<file path="src/rtl/restoring_divider_if.sv">
// restoring_divider_if: request/result handshake bundle for the restoring divider
interface restoring_divider_if #(
   parameter int N = 4
);
   logic         start_i;
   logic [N-1:0] dividend_i;
   logic [N-1:0] divisor_i;
   logic         ready_o;
   logic         valid_o;
   logic [N-1:0] quotient_o;
   logic [N-1:0] remainder_o;
   logic         div_by_zero_o;
   modport slave (
      input  start_i, dividend_i, divisor_i,
      output ready_o, valid_o, quotient_o, remainder_o, div_by_zero_o
   );
   modport master (
      output start_i, dividend_i, divisor_i,
      input  ready_o, valid_o, quotient_o, remainder_o, div_by_zero_o
   );
endinterface

</file>
<file path="src/rtl/restoring_divider.sv">
// restoring_divider: multi-cycle unsigned restoring divider, one quotient bit per cycle
module restoring_divider #(
   parameter int N = 4
) (
   input logic             clk_i,
   input logic             rst_i,
   restoring_divider_if.slave bus
);
   localparam int CW = $clog2(N + 1);
   typedef enum logic [1:0] {IDLE, CALC, DONE} state_t;
   state_t        r_state;
   state_t        w_next;
   logic          w_ready;
   logic          w_valid;
   logic [N-1:0]  r_dvd;
   logic [N-1:0]  r_dvs;
   logic [N-1:0]  r_rem;
   logic [CW-1:0] r_cnt;
   logic [N-1:0]  r_q;
   logic [N-1:0]  r_r;
   logic          r_dz;
   logic          w_dz;
   logic          w_last;
   logic          w_ge;
   logic [N:0]    w_shift;
   logic [N:0]    w_diff;
   logic [N-1:0]  w_rem_nxt;
   logic [N-1:0]  w_dvd_nxt;
   assign w_dz      = (bus.divisor_i == '0);
   assign w_last    = (r_cnt == CW'(N - 1));
   // The remainder is always below the divisor, so the shifted value fits N+1 bits
   // and the sign of the N+1-bit difference is exactly its top bit.
   assign w_shift   = {r_rem, r_dvd[N-1]};
   assign w_diff    = w_shift - {1'b0, r_dvs};
   assign w_ge      = ~w_diff[N];
   assign w_rem_nxt = w_ge ? w_diff[N-1:0] : w_shift[N-1:0];
   assign w_dvd_nxt = {r_dvd[N-2:0], w_ge};
   assign bus.ready_o       = w_ready;
   assign bus.valid_o       = w_valid;
   assign bus.quotient_o    = r_q;
   assign bus.remainder_o   = r_r;
   assign bus.div_by_zero_o = r_dz;
   // State register
   always_ff @(posedge clk_i) begin
      if (rst_i) r_state <= IDLE;
      else       r_state <= w_next;
   end
   // Next state and handshake outputs; a zero divisor skips CALC entirely
   always_comb begin
      w_next  = r_state;
      w_ready = 1'b0;
      w_valid = 1'b0;
      w_next  = (r_state == IDLE) ? (bus.start_i ? (w_dz ? DONE : CALC) : IDLE) :
                (r_state == CALC) ? (w_last ? DONE : CALC) : IDLE;
      w_ready = (r_state == IDLE);
      w_valid = (r_state == DONE);
   end
   // Operand capture, iteration datapath and result registers
   always_ff @(posedge clk_i) begin
      if (rst_i) begin
         r_dvd <= '0;
         r_dvs <= '0;
         r_rem <= '0;
         r_cnt <= '0;
         r_q   <= '0;
         r_r   <= '0;
         r_dz  <= 1'b0;
      end else if (r_state == IDLE && bus.start_i) begin
         r_dvd <= bus.dividend_i;
         r_dvs <= bus.divisor_i;
         r_rem <= '0;
         r_cnt <= '0;
         if (w_dz) begin
            r_q  <= '1;
            r_r  <= bus.dividend_i;
            r_dz <= 1'b1;
         end
      end else if (r_state == CALC) begin
         r_dvd <= w_dvd_nxt;
         r_rem <= w_rem_nxt;
         r_cnt <= r_cnt + CW'(1);
         if (w_last) begin
            r_q  <= w_dvd_nxt;
            r_r  <= w_rem_nxt;
            r_dz <= 1'b0;
         end
      end
   end
endmodule

</file>
<file path="src/flat_wrapper.sv">
// flat-port wrapper written by rule: the top's interface ports become plain ports
module restoring_divider_flat 
#(
   parameter int N = 4
)
  (clk_i, rst_i, bus_start_i, bus_dividend_i, bus_divisor_i, bus_ready_o, bus_valid_o, bus_quotient_o, bus_remainder_o, bus_div_by_zero_o);
  restoring_divider_if #(.N(N)) bus_i ();
  input logic clk_i;
  input logic rst_i;
  input wire logic [$bits(bus_i.start_i)-1:0] bus_start_i;
  input wire logic [$bits(bus_i.dividend_i)-1:0] bus_dividend_i;
  input wire logic [$bits(bus_i.divisor_i)-1:0] bus_divisor_i;
  output wire logic [$bits(bus_i.ready_o)-1:0] bus_ready_o;
  output wire logic [$bits(bus_i.valid_o)-1:0] bus_valid_o;
  output wire logic [$bits(bus_i.quotient_o)-1:0] bus_quotient_o;
  output wire logic [$bits(bus_i.remainder_o)-1:0] bus_remainder_o;
  output wire logic [$bits(bus_i.div_by_zero_o)-1:0] bus_div_by_zero_o;
  assign bus_i.start_i = bus_start_i;
  assign bus_i.dividend_i = bus_dividend_i;
  assign bus_i.divisor_i = bus_divisor_i;
  assign bus_ready_o = bus_i.ready_o;
  assign bus_valid_o = bus_i.valid_o;
  assign bus_quotient_o = bus_i.quotient_o;
  assign bus_remainder_o = bus_i.remainder_o;
  assign bus_div_by_zero_o = bus_i.div_by_zero_o;
  restoring_divider #(.N(N)) u_core (.clk_i(clk_i), .rst_i(rst_i), .bus(bus_i));
endmodule
</file>
<file path="config.mk">
export PLATFORM = sky130hd
export DESIGN_NAME = restoring_divider_flat
export DESIGN_NICKNAME = d
export VERILOG_FILES = /design/src/rtl/restoring_divider_if.sv /design/src/rtl/restoring_divider.sv /design/src/flat_wrapper.sv
export SDC_FILE = /design/constraint.sdc
export NUM_CORES = 1
export LEC_CHECK = 0
export ABC_AREA = 1
export BUFFER_PORTS_ARGS = -buffer_cell sky130_fd_sc_hd__buf_2
export CAP_MARGIN = 15
export CORE_MARGIN = 5
export CORE_UTILIZATION = 30
export CTS_BUF_LIST = sky130_fd_sc_hd__clkbuf_8
export DETAILED_ROUTE_END_ITERATION = 10
export HOLD_SLACK_MARGIN = 0.02
export PLACE_DENSITY = 0.5
export SLEW_MARGIN = 40
export SYNTH_ARGS = -nofsm -noshare
export SYNTH_HDL_FRONTEND = slang
export SYNTH_SLANG_ARGS = --single-unit
</file>
<file path="constraint.sdc">
create_clock -name clk_i -period 1.7 [get_ports clk_i]
set_clock_uncertainty 0.15 [all_clocks]
set_input_delay 0.17 -clock clk_i [delete_from_list [all_inputs] [get_ports clk_i]]
set_output_delay 0.17 -clock clk_i [all_outputs]
set_load 0.01 [all_outputs]
</file>
==> impl_metrics.csv <==
group,metric,value,unit
synthesis,synth_ff_type,"dfxtp_1",
synthesis,netlist.area_leader.share,0.3796,
cells_and_area,layout-drive-gt1-share,0.2863,
power_and_ir_drop,power.switching,480.8,uW
global_routing,grt_max_degree,16,
critical_path,r2r_start,"u_core.r_dvd[3]",
clock_network,cts-root-buf,"clkbuf_8",
sta,finalSetupViolations,10,
floorplan,die_y,77.61,um
synthesis,synth_async_sr_flop_share,0,
cells_and_area,syn_to_final_growth,26.64,%
floorplan,coreArea,0.004384,mm2
sta,slew_violations,0,
power_and_ir_drop,leakagePower,0.8440,nW
detailed_routing,finalWirelength,3.350,mm
power_and_ir_drop,sw_frac_of_total,0.3274,
clock_network,clock_sinks,26,
cells_and_area,fin_nets,247,
clock_network,cts_buffers,3,
global_routing,antenna_found_initial,0,
sta,slew-limit-headroom,0.8384,
min_path,holdPathEnd,"u_core.r_dvs[3]",
sta,tightest_slew,0.2418,ns
synthesis,syn-instance-count,191,
critical_path,worstSetupPathType,"register to register",
critical_path,cp.arrival,1.88,ns
status,violations,"setup timing",
synthesis,netlist_area,0.001371,mm2
cells_and_area,final_area,0.001737,mm2
floorplan,initial_core_util,0.3128,
global_routing,grt_pass1_vias,1270,
cells_and_area,n_antenna_cell,0,
power_and_ir_drop,p_int,987.7,uW
detailed_routing,via_per_inst,4.556,
synthesis,synth_edf_count,0,
global_routing,grt_usage,0.1178,
critical_path,critPathLaunchType,"register",
place,dp_hpwl,2.552,mm
place,place_congestion,0.8137,
global_routing,met2_usage,0.1886,
sta,holdWs,0.04416,ns
synthesis,synth_top_area_cell,"dfxtp_1",
power_and_ir_drop,pwr-share-seq,0.452,
synthesis,yosysSeqAreaShare,0.3796,
floorplan,rows,24,
sta,fin_crit_sh,1.088,
clock_network,htree_levels,1,
clock_network,clockBufferDepth,2,
synthesis,syn_area_per_cell,7.180,um2
synthesis,synth_nets,209,
sta,rsz0062_at_grt,"true",
detailed_routing,drcViolationCount,0,
clock_network,clk_latency,0.27,ns
power_and_ir_drop,p_comb_frac,0.305,
cells_and_area,fin_cells,279,
min_path,holdCritStartpoint,"bus_divisor_i[3]",
global_routing,top_usage_layer,"met2",
flow_run,maxCapViolCount,0,
floorplan,die_area,0.006023,mm2
status,outcome,"finished, violations left",
clock_network,clk_pin_slew_worst_paths,0.09,ns
sta,max_freq,540.7,MHz
detailed_routing,ant_nets,0,
floorplan,ios,22,
power_and_ir_drop,ir_worst_vdd,0.6180,mV
synthesis,yosysWarnings,0,
sta,final_hold_viol_count,0,
detailed_routing,drt_first_pass_iters,4,
critical_path,critPathCaptureType,"register",
power_and_ir_drop,clkPwrFrac,0.243,
detailed_routing,drt_iter0_drc,41,
global_routing,met3_usage,0.03472,
synthesis,synthTopCellsByArea,"dfxtp_1 38%, nand2_1 11%, inv_1 7.9%",
detailed_routing,via_count,1271,
floorplan,die_w,77.61,um
place,placed_area,0.001610,mm2
critical_path,reg2reg_depth,13,
global_routing,grtUsageMet1,0.1586,
critical_path,cp.required,1.73,ns
min_path,worstHoldPathCells,3,
global_routing,overflow,0,
place,io_buffers,21,
critical_path,r2r-end,"u_core.r_rem[0]",
global_routing,grt_pass1_wl,5.885,mm
sta,post-route-min-period,1.850,ns
detailed_routing,wire_per_inst,12.01,um
critical_path,crit_fanout,6,
synthesis,ys_types,29,
min_path,hp-class,"primary input to register",
clock_network,cts_tree,"done",
place,placed_cells,270,
critical_path,r2r_slack,-0.15,ns
power_and_ir_drop,power.density,845.6,mW/mm2
sta,setup_ws,-0.1495,ns
synthesis,synth-seq-cells,26,
==> area by class of cell <==
| class | count | area (um2) |
|---|---|---|
| multi-input cells | 129 | 750.7 |
| fillers | 479 | 2648 |
| repair buffers | 36 | 224.0 |
| inverters | 33 | 133.9 |
| flip-flops and latches | 26 | 521.8 |
| clock buffers | 3 | 41.29 |
| well taps | 52 | 65.06 |
==> critical path, cell delays in order, from the launching register on <==
cell,delay [ns]
dfxtp_2,0.34
inv_2,0.05
ha_4,0.15
fa_2,0.35
inv_2,0.07
nand2_2,0.05
nand2_2,0.08
nand3_4,0.10
nand2_4,0.11
nand2_1,0.08
nand2_1,0.07
nand2_1,0.06
nand2_1,0.06
inv_1,0.03
==> worst max-delay path by stage <==
stage	from	endpoint	slack, ns	cells after the start
4_1_cts	u_core.r_dvd[3]	u_core.r_rem[0]	-0.13	13
3_5_place_dp	u_core.r_dvd[3]	u_core.r_rem[0]	-0.17	13
5_1_grt	u_core.r_dvd[3]	u_core.r_rem[0]	-0.26	13
6_report	u_core.r_dvd[3]	u_core.r_rem[0]	-0.15	13
3_3_place_gp	u_core.r_dvd[3]	u_core.r_rem[0]	-0.14	13
2_1_floorplan	u_core.r_dvd[3]	u_core.r_rem[2]	-0.01	12
==> power groups by stage <==
| stage | combinational (mW) | sequential [mW] | clock, mW |
|---|---|---|---|
| 2_1_floorplan | 0.268 | 0.676 | 0 |
| 3_3_place_gp | 0.374 | 0.678 | 0 |
| 3_5_place_dp | 0.374 | 0.678 | 0 |
| 4_1_cts | 0.412 | 0.664 | 0.371 |
| 5_1_grt | 0.501 | 0.669 | 0.402 |
| 6_report | 0.448 | 0.664 | 0.356 |
==> what timing repair did <==
item / CTS / global route
endpoints found under the hold margin: 1 / 0
gates resized for setup: 6 / 5
endpoints found under the setup margin: 10 / 10
hold buffers: 1 / 0
setup buffers: 1 / 4
==> synthesized netlist by cell type, types with 2 or more instances <==
master,count
dfxtp_1,26
nand2_4,2
nand3_1,12
inv_1,29
nor2_4,2
a21oi_1,18
o21ai_0,11
nand2_1,42
ha_1,6
nand2_2,2
nor2_1,20
a31oi_1,3
inv_2,2
==> sequential cells by signal (all words and copies together), names as in the netlist <==
register and cells:
u_core.bus.quotient_o 4, u_core.bus.remainder_o 4, u_core.r_dvd 4, u_core.r_dvs 4
u_core.r_rem 4, u_core.r_cnt 3, u_core.r_state 2, u_core.bus.div_by_zero_o 1
==> kinds of logic (layout without fill, tap and decap cells) <==
family	Yosys count	after routing	share of synthesized area
simple gates	84	84	0.2856
compound gates	37	37	0.1469
buf+inv	36	72	0.1122
flops	26	26	0.3796
fa+ha+maj	7	7	0.06934
xor+xnor	1	1	0.006388
==> layout by cell type (no fill, tap or decap), types with 2 or more instances in the layout <==
cell type,n
nand3_1,10
inv_2,4
a21oi_2,2
buf_4,13
nor2_4,2
dfxtp_1,25
nand3_2,2
nand3_4,2
nand2_4,3
o21ai_1,2
clkbuf_8,3
o21ai_0,10
nor2_1,19
a21oi_1,17
nand2_1,38
a31oi_1,3
inv_1,27
ha_1,5
buf_2,21
nand2_2,5
==> stage by stage <==
step / setup TNS, ns / setup slack (ns) / power, mW / util
floorplan: -0.02822 / -0.01386 / 0.9441 / -
global placement: -0.7706 / -0.1382 / 1.052 / 0.3673
detailed placement: -1.045 / -0.1746 / 1.052 / 0.3673
CTS: -0.8776 / -0.1345 / 1.447 / 0.3858
global route: -2.211 / -0.2573 / 1.573 / 0.3961
finish: -1.106 / -0.1495 / 1.469 / 0.3961
==> routing by layer <==
layer / wire (um) / share of wire
met4: 25 / 0.0075
met3: 157 / 0.047
met5: 0 / 0
met1: 1689 / 0.50
met2: 1477 / 0.44
Note: power is estimated with default switching activity, not from simulation.
